<file path="config.mk">
export PLATFORM = sky130hd
export DESIGN_NAME = fsic_io_serdes_tx
export DESIGN_NICKNAME = d
export VERILOG_FILES = /design/src/rtl/fsic_io_serdes_tx.sv
export SDC_FILE = /design/constraint.sdc
export NUM_CORES = 1
export LEC_CHECK = 0
export CELL_PAD_IN_SITES_DETAIL_PLACEMENT = 0
export CELL_PAD_IN_SITES_GLOBAL_PLACEMENT = 2
export CORE_MARGIN = 1.5
export CORE_UTILIZATION = 35
export CTS_CLUSTER_DIAMETER = 150
export DETAILED_ROUTE_END_ITERATION = 7
export PLACE_DENSITY_LB_ADDON = 0.3
export RECOVER_POWER = 100
export SLEW_MARGIN = 25
export SYNTH_ARGS = -nofsm -noshare
export SYNTH_HDL_FRONTEND = slang
export SYNTH_SLANG_ARGS = --single-unit
export TNS_END_PERCENT = 20
</file>
<file path="constraint.sdc">
create_clock -name ioclk -period 2.11 [get_ports ioclk]
set_input_delay 0.211 -clock ioclk [delete_from_list [all_inputs] [get_ports ioclk]]
set_output_delay 0.211 -clock ioclk [all_outputs]
set_load 0.05 [all_outputs]
</file>
<file path="src/rtl/fsic_io_serdes_tx.sv">
// Transmit serializer for the FSIC IO link: buffers parallel words in a small FIFO
// and shifts them out LSB-first, filling empty word slots with an idle word.
module fsic_io_serdes_tx #(
   parameter int                    pCLK_RATIO    = 4,
   parameter int                    pTxFIFO_DEPTH = 4,
   parameter logic [pCLK_RATIO-1:0] pIDLE_WORD    = '0
) (
   input  logic                  ioclk,
   input  logic                  axis_rst_n,
   input  logic                  txen,
   input  logic [pCLK_RATIO-1:0] txdata_in,
   input  logic                  txdata_in_valid,
   output logic                  txdata_in_ready,
   output logic                  Serial_Data_out,
   output logic                  tx_busy,
   output logic                  tx_underflow
);

   localparam int CW  = $clog2(pTxFIFO_DEPTH + 1);
   localparam int PW  = $clog2(pTxFIFO_DEPTH);
   localparam int PHW = $clog2(pCLK_RATIO);

   localparam logic [CW-1:0]  DEPTH_C    = CW'(pTxFIFO_DEPTH);
   localparam logic [PW-1:0]  LAST_PTR   = PW'(pTxFIFO_DEPTH - 1);
   localparam logic [PHW-1:0] LAST_PHASE = PHW'(pCLK_RATIO - 1);

   typedef enum logic {
      ST_IDLE  = 1'b0,
      ST_SHIFT = 1'b1
   } state_t;

   state_t                state_q;
   logic [pCLK_RATIO-1:0] fifo_mem_q [pTxFIFO_DEPTH];
   logic [PW-1:0]         wr_ptr_q, wr_ptr_d;
   logic [PW-1:0]         rd_ptr_q, rd_ptr_d;
   logic [CW-1:0]         count_q, count_d;
   logic [pCLK_RATIO-1:0] shift_q;
   logic [PHW-1:0]        phase_q;
   logic                  underflow_q;

   logic                  fifo_empty;
   logic                  push;
   logic                  load;
   logic                  pop;
   logic [pCLK_RATIO-1:0] load_word;

   // Handshake: a word transfers on any posedge where txdata_in_valid && txdata_in_ready;
   // ready depends on the FIFO fill level only, never on valid.
   always_comb begin
      fifo_empty      = (count_q == '0);
      txdata_in_ready = (count_q != DEPTH_C);
      push            = txdata_in_valid && txdata_in_ready;
      load            = txen && ((state_q == ST_IDLE) || (phase_q == LAST_PHASE));
      pop             = load && !fifo_empty;
      load_word       = fifo_empty ? pIDLE_WORD : fifo_mem_q[rd_ptr_q];

      wr_ptr_d = wr_ptr_q;
      if (push) begin
         wr_ptr_d = (wr_ptr_q == LAST_PTR) ? '0 : wr_ptr_q + PW'(1);
      end
      rd_ptr_d = rd_ptr_q;
      if (pop) begin
         rd_ptr_d = (rd_ptr_q == LAST_PTR) ? '0 : rd_ptr_q + PW'(1);
      end

      count_d = count_q;
      case ({push, pop})
         2'b10:   count_d = count_q + CW'(1);
         2'b01:   count_d = count_q - CW'(1);
         default: count_d = count_q;
      endcase
   end

   // Storage needs no reset: a cleared count makes stale entries unreachable.
   always_ff @(posedge ioclk) begin
      if (push) begin
         fifo_mem_q[wr_ptr_q] <= txdata_in;
      end
   end

   always_ff @(posedge ioclk) begin
      if (!axis_rst_n) begin
         wr_ptr_q <= '0;
         rd_ptr_q <= '0;
         count_q  <= '0;
      end else begin
         wr_ptr_q <= wr_ptr_d;
         rd_ptr_q <= rd_ptr_d;
         count_q  <= count_d;
      end
   end

   always_ff @(posedge ioclk) begin
      if (!axis_rst_n) begin
         state_q     <= ST_IDLE;
         shift_q     <= '0;
         phase_q     <= '0;
         underflow_q <= 1'b0;
      end else begin
         case (state_q)
            ST_IDLE: begin
               phase_q <= '0;
               if (txen) begin
                  shift_q <= load_word;
                  state_q <= ST_SHIFT;
                  if (fifo_empty) underflow_q <= 1'b1;
               end else begin
                  shift_q     <= '0;
                  underflow_q <= 1'b0;
               end
            end
            ST_SHIFT: begin
               // txen only matters on the last bit, so a word is never cut short.
               if (phase_q != LAST_PHASE) begin
                  shift_q <= {1'b0, shift_q[pCLK_RATIO-1:1]};
                  phase_q <= phase_q + PHW'(1);
               end else if (txen) begin
                  shift_q <= load_word;
                  phase_q <= '0;
                  if (fifo_empty) underflow_q <= 1'b1;
               end else begin
                  shift_q <= '0;
                  phase_q <= '0;
                  state_q <= ST_IDLE;
               end
            end
            default: begin
               state_q <= ST_IDLE;
               shift_q <= '0;
               phase_q <= '0;
            end
         endcase
      end
   end

   assign Serial_Data_out = shift_q[0];
   assign tx_busy         = (state_q == ST_SHIFT);
   assign tx_underflow    = underflow_q;

endmodule

</file>
==> results of run 1 <==
-- sequential cells by signal, indices dropped and copies added (netlist names), named ones only --
name and flops:
tx_underflow 1, tx_busy 1, wr_ptr_q 2, shift_q 4, count_q 3, fifo_mem_q 16, phase_q 2, rd_ptr_q 2
-- cells by family (layout without fill, tap and decap cells) --
kind of cell               count (synthesis)  count (layout)  synth area share, %
DFF                                       33              33                 56.9
AOI/OAI and AO/OA                         15              15                 8.50
xor gates and xnor gates                   1               1                 1.91
muxes                                      7               7                 8.33
buffers and inverters                      7              29                 2.86
and+or+nand+nor                           37              37                 14.9
adders and majority gates                  7               7                 6.59
-- area by class of cell --
| cell class | count | area (µm²) | area share, % |
|---|---|---|---|
| sequential | 33 | 823 | 48.8 |
| clock inverter | 1 | 5.00 | 0.297 |
| timing repair buffer | 18 | 154 | 9.12 |
| tap | 50 | 62.6 | 3.71 |
| clock buffer | 7 | 76.3 | 4.53 |
| inverter | 3 | 11.3 | 0.668 |
| multi-input combinational | 67 | 554 | 32.9 |
-- worst reg2reg max path, cell delays in order (launching register included) --
cell and delay, ns:
dfxtp_2 0.35, or3_4 0.41, nand3_1 0.12, nor2_1 0.06, fa_1 0.35, inv_1 0.10
a31oi_2 0.05, mux2i_1 0.13, a311o_1 0.32
-- power by group --
part	internal [mW]	switching [mW]
logic	0.204	0.224
registers	0.761	0.0680
clock network	0.231	0.220
-- worst paths after layout --
kind,from,end,slack (ns),depth (start not counted)
worst max-delay path,count_q[0],count_q[2],0.11,8
worst min-delay path,phase_q[0],phase_q[0],0.42,1
worst max register to register,count_q[0],count_q[2],0.11,8
worst min register to register,phase_q[0],phase_q[0],0.42,1
-- synth_stat cells, types with 2 or more instances --
cell / number / area share (%)
a21boi_0: 6 / 3.1
a22oi_1: 3 / 1.6
and3_1: 3 / 1.3
and3_2: 4 / 2.1
buf_6: 2 / 1.6
clkbuf_1: 2 / 0.52
dfxtp_1: 17 / 24
edfxtp_1: 16 / 33
ha_1: 6 / 5.2
inv_1: 3 / 0.78
mux2i_1: 3 / 2.1
mux4_2: 4 / 6.2
nand2_1: 12 / 3.1
nand2b_1: 2 / 0.87
nor2_1: 2 / 0.52
nor2b_1: 4 / 1.7
or3_1: 2 / 0.87
-- routing by layer --
layer / vias to the layer above / part of all wire, % / track usage, %
li1: 432 / - / -
met1: 418 / 48 / 16.2
met2: 11 / 46 / 20.9
met3: 7 / 3.7 / 5.00
met4: 0 / 2.5 / 7.65
met5: - / 0 / 0
-- repair_timing --
action | CTS | global route
cloned | 0 | 0
resized for setup | 1 | 2
hold endpoints to repair | 0 | 0
setup endpoints to repair | 1 | 1
==> Implementation_results.wiki, run 1 <==
{| class="wikitable"
! Metric !! Value
|-
| Status || completed
|-
| Max stage delay on crit path || 0.41 ns
|-
| Placeable core region || 0.00397 mm²
|-
| Area of the die || 0.00452 mm²
|-
| Overall routed net length || 2460 µm
|-
| Fraction of final layout cells sized beyond drive strength 1 || 15.5%
|-
| Crit start category || register
|-
| Initial core utilization || between 30% and 40%
|-
| Die span in y || 67.2 µm
|-
| Setup crit end kind || register
|-
| Syn Std Cell Area || 0.00144 mm²
|-
| Remaining design rule violation count || 0
|-
| Number of DRC violations after detailed-routing iteration 0 || 40
|-
| Flip-flop cell with the highest count after synthesis || dfxtp_1
|-
| Maximum clock path buffer count || 2
|-
| Die X-Extent || 67.2 µm
|-
| Synthesis Warnings || 0
|-
| Remaining antenna violation count || 0
|-
| CTS tree || yes
|-
| Post-route core utilization || 42.5%
|-
| Final RePlAce weighted congestion || 0.744
|-
| Worst-case setup margin in the final layout || between 0.1 and 0.15 ns
|-
| Most common library cell in the layout ignoring fill and taps || edfxtp_1
|-
| Max-capacitance violation count || 0
|-
| Min-delay worst type || reg2reg
|-
| Fin Clk Skew || ~0.0063 ns
|-
| Maximum number of pins on one net before global-route repair || 18
|-
| Post-CTS Setup Repair Bufs || 0
|-
| Endpoint arrival time on the critical path || 2.17 ns
|-
| Site row count || 23
|-
| WP buf/inv || 1
|-
| Final Hold Slack || 0.416 ns
|-
| Area after detailed placement || 0.00164 mm²
|-
| Setup CP Type || reg2reg
|-
| Pre-antenna DRT Iters || 4
|-
| Final critical delay including setup and external delays || ~2.0 ns
|-
| Fill cell instance count of the final layout || 373
|-
| Number of cells in the finished layout apart from fillers || 179
|-
| Total routing usage reported by global routing || 13.5%
|-
| Final standard cell area without fillers || ~0.0017 mm²
|-
| CP Cell Sequence || or3_4 -> nand3_1 -> nor2_1 -> fa_1 -> inv_1 -> a31oi_2 -> mux2i_1 -> a311o_1
|-
| Wire length of the first global-routing pass || between 4000 and 5000 µm
|-
| IR Drop Worst-Case VDD || 421 µV
|-
| Final cycle utilization of the critical path || 95.0%
|-
| Number of distinct library cells after synthesis || 33
|-
| Total of hold buffers inserted after clock tree synthesis || 0
|-
| Number of slew-limit violations in the final report || 0
|-
| P_leak || 0.634 nW
|-
| Number of global-route vias before repair || 893
|-
| PortBufs || 11
|-
| Commonest cells after routing, fill and taps aside || 16 x edfxtp_1, 15 x dfxtp_1, 12 x nand2_1
|-
| Data required, critical path || between 2 and 2.5 ns
|-
| Number of buffers created by CTS || 5
|-
| Crit-path max FO || 5
|-
| Post-Syn Area per Cell || roughly 13 µm²
|-
| Power density cells || 1010 mW/mm²
|-
| Cells after synthesis || 107
|-
| Avg WL per Cell || approximately 14 µm
|-
| Worst setup slack after placement || ~0.095 ns
|-
| Number of H-tree branching levels || 2
|-
| Area growth from synthesis to layout || 16.9%
|-
| Clock-pin slew on the worst setup and hold paths || 0.06 ns
|-
| Final TNS setup || 0 ns
|-
| Cell at the root of the clock tree || clkbuf_8
|-
| Crit-path slowest cell || or3_4
|-
| Cell family contributing the most delay on the critical path || simple AND/OR/NAND/NOR gates
|-
| Antenna violations before repair || 0
|-
| Fmax || 499 MHz
|-
| Clock insertion delay at the later pin of the skew report || about 0.28 ns
|-
| Vias per std cell || 4.85
|-
| I/O pin count || 12
|-
| Clock sink count || 33
|-
| Worst-case headroom to the max-slew limit || 66.7%
|-
| Number of enable flip-flop cells after synthesis || 16
|-
| Post-placement cell count || 171
|-
| Unrepaired setup endpoints after global routing || no
|-
| Placed wire-length estimate || 1740 µm
|-
| Post-layout total power || 1.71 mW
|-
| Synthesis-stage register bit count || 33
|-
| Final Net Count || approximately 140
|-
| Slew at the pin with the worst max-slew slack || 0.499 ns
|-
| Total via count in the routed design || 868
|-
| Async set-or-reset flop fraction in the synthesized netlist || 0%
|-
| Diode count || 0
|-
| Synth Net Count || about 120
|-
| Total of endpoints with negative setup slack in the final report || 0
|-
| Fraction of the yosys area taken by sequential cells || 56.9%
|-
| Hold violation count in the final report || 0
|-
| Total grt overflow || 0
|}
Note: power is estimated with default switching activity, not from simulation.
==> run 2, diff against run 1 <==
--- a/config.mk
+++ b/config.mk
@@ -13,7 +13,7 @@
 export DETAILED_ROUTE_END_ITERATION = 7
 export PLACE_DENSITY_LB_ADDON = 0.3
 export RECOVER_POWER = 100
-export SLEW_MARGIN = 25
+export SLEW_MARGIN = 0
 export SYNTH_ARGS = -nofsm -noshare
 export SYNTH_HDL_FRONTEND = slang
 export SYNTH_SLANG_ARGS = --single-unit
==> results of run 2 <==
Same layout as run 1: the final DEF is identical, and so are final timing and power.
==> run 3, diff against run 2 <==
--- a/config.mk
+++ b/config.mk
@@ -7,7 +7,7 @@
 export LEC_CHECK = 0
 export CELL_PAD_IN_SITES_DETAIL_PLACEMENT = 0
 export CELL_PAD_IN_SITES_GLOBAL_PLACEMENT = 2
-export CORE_MARGIN = 1.5
+export CORE_MARGIN = 5
 export CORE_UTILIZATION = 35
 export CTS_CLUSTER_DIAMETER = 150
 export DETAILED_ROUTE_END_ITERATION = 7
==> Implementation_results.wiki, run 3 (synthesized netlist as in run 1, its figures left out) <==
{| class="wikitable"
! Metric !! Value
|-
| Number of buffers created by CTS || 5 (unchanged)
|-
| IR Drop Worst-Case VDD || 360 µV (was 421 µV)
|-
| Min-delay worst type || reg2reg (unchanged)
|-
| Post-route core utilization || 43.3% (was 42.5%)
|-
| Unrepaired setup endpoints after global routing || no (unchanged)
|-
| Vias per std cell || 4.80 (was 4.85)
|-
| Hold violation count in the final report || 0 (unchanged)
|-
| Total of endpoints with negative setup slack in the final report || 0 (unchanged)
|-
| Area growth from synthesis to layout || 20.0% (was 16.9%)
|-
| Clock sink count || 33 (unchanged)
|-
| Wire length of the first global-routing pass || 4030 µm (was 4230 µm)
|-
| Placeable core region || 0.00400 mm² (was 0.00397 mm²)
|-
| Most common library cell in the layout ignoring fill and taps || edfxtp_1 (unchanged)
|-
| Clock-pin slew on the worst setup and hold paths || 0.07 ns (was 0.06 ns)
|-
| Total via count in the routed design || 854 (was 868)
|-
| Post-CTS Setup Repair Bufs || 0 (unchanged)
|-
| Maximum clock path buffer count || 2 (unchanged)
|-
| Number of H-tree branching levels || 2 (unchanged)
|-
| Status || completed (unchanged)
|-
| Endpoint arrival time on the critical path || 2.17 ns (about the same)
|-
| Setup CP Type || reg2reg (unchanged)
|-
| Worst-case headroom to the max-slew limit || 65.7% (was 66.7%)
|-
| Final Net Count || 142 (was 143)
|-
| Total grt overflow || 0 (unchanged)
|-
| Leading registers by flop count || fifo_mem_q x16, shift_q x4, count_q x3 (unchanged)
|-
| Antenna violations before repair || 0 (unchanged)
|-
| Crit start category || register (unchanged)
|-
| Area of the die || 0.00551 mm² (was 0.00452 mm²)
|-
| Total routing usage reported by global routing || 10.2% (was 13.5%)
|-
| Maximum number of pins on one net before global-route repair || 15 (was 18)
|-
| Number of global-route vias before repair || 846 (was 893)
|-
| Initial core utilization || 36.1% (was 36.3%)
|-
| P_leak || 0.651 nW (was 0.634 nW)
|-
| Number of DRC violations after detailed-routing iteration 0 || 28 (was 40)
|-
| Max-capacitance violation count || 0 (unchanged)
|-
| Flip-flop count of the largest register after layout || 16 (unchanged)
|-
| Die span in y || 74.2 µm (was 67.2 µm)
|-
| Final cycle utilization of the critical path || 94.6% (was 95.0%)
|-
| CTS tree || yes (unchanged)
|-
| Die X-Extent || 74.2 µm (was 67.2 µm)
|-
| Largest register by flop count || fifo_mem_q (unchanged)
|-
| Post-layout total power || 1.88 mW (was 1.71 mW)
|-
| Site row count || 23 (unchanged)
|-
| Crit-path max FO || 5 (unchanged)
|-
| Commonest cells after routing, fill and taps aside || 16 x edfxtp_1, 15 x dfxtp_1, 12 x nand2_1 (unchanged)
|-
| Overall routed net length || 2420 µm (was 2460 µm)
|-
| I/O pin count || 12 (unchanged)
|-
| Avg WL per Cell || 13.6 µm (was 13.7 µm)
|-
| Final TNS setup || 0 ns (unchanged)
|-
| Clock insertion delay at the later pin of the skew report || 0.28 ns (about the same)
|-
| Data required, critical path || 2.28 ns (about the same)
|-
| Power density cells || 1090 mW/mm² (was 1010 mW/mm²)
|-
| Remaining design rule violation count || 0 (unchanged)
|-
| Final RePlAce weighted congestion || 0.728 (was 0.744)
|-
| Pre-antenna DRT Iters || 4 (unchanged)
|-
| Fin Clk Skew || 0.00253 ns (was 0.00632 ns)
|-
| Worst Hold Depth || 1 (unchanged)
|-
| Fraction of final layout cells sized beyond drive strength 1 || 19.5% (was 15.5%)
|-
| Fmax || 501 MHz (was 499 MHz)
|-
| Fill cell instance count of the final layout || 367 (was 373)
|-
| Remaining antenna violation count || 0 (unchanged)
|-
| Final critical delay including setup and external delays || 2.00 ns (about the same)
|-
| Depth of the most critical reg-to-reg path || 8 (unchanged)
|-
| Setup crit end kind || register (unchanged)
|-
| Cell at the root of the clock tree || clkbuf_8 (unchanged)
|-
| PortBufs || 11 (unchanged)
|-
| Diode count || 0 (unchanged)
|-
| Slew at the pin with the worst max-slew slack || 0.514 ns (was 0.499 ns)
|-
| Placed wire-length estimate || 1780 µm (was 1740 µm)
|-
| Number of slew-limit violations in the final report || 0 (unchanged)
|}
==> run 3: metal layers <==
metal,vias up,GRT usage (%),part of all wire (%)
li1,430,-,-
met1,404,12.8,45
met2,13,15.6,48
met3,7,2.97,3.5
met4,0,6.04,2.8
met5,-,0,0
==> run 3: repair_timing <==
item | 4_1_cts | 5_1_grt
pin swaps | 0 | 0
resized for setup | 1 | 4
cloned | 0 | 0
setup endpoints to repair | 1 | 1
hold buffers | 0 | 0
==> run 3: critical path, stage by stage (launching register included) <==
cell and delay (ns):
dfxtp_2 0.35, or3_4 0.42, nand3_2 0.12, nor2_2 0.05, fa_1 0.36, inv_1 0.10, a31oi_2 0.05, mux2i_1 0.13
a311o_1 0.31
==> run 3: report_power, final <==
group | total, mW | internal (mW) | switching (mW) | leakage (nW)
logic | 0.438 | 0.208 | 0.230 | 0.307
registers | 0.828 | 0.761 | 0.0668 | 0.286
clock network | 0.616 | 0.384 | 0.233 | 0.0574
==> run 3: final timing paths <==
| check | startpoint | to | slack, ns |
|---|---|---|---|
| worst min-delay path | phase_q[0] | phase_q[0] | 0.43 |
| worst max register to register | count_q[0] | count_q[2] | 0.11 |
| worst min register to register | phase_q[0] | phase_q[0] | 0.43 |
| worst max-delay path | count_q[0] | count_q[2] | 0.11 |
==> run 3: final cells by class <==
class	count	area [µm²]	area share, %
well taps	50	62.6	3.61
inverters	3	11.3	0.650
clock inverters	2	37.5	2.17
clock buffers	6	82.6	4.77
multi-input cells	67	564	32.6
flip-flops and latches	33	823	47.5
repair buffers	17	150	8.67
==> run 3: metrics by stage <==
step	setup slack [ns]	hold WS (ns)	area, µm²	cells
5_1_grt	0.0169	0.458	1730	178
3_3_place_gp	0.114	0.403	1630	170
3_5_place_dp	0.0557	0.419	1630	170
6_report	0.113	0.428	1730	178
4_1_cts	0.00993	0.428	1750	178
2_1_floorplan	0.0193	0.310	1440	107
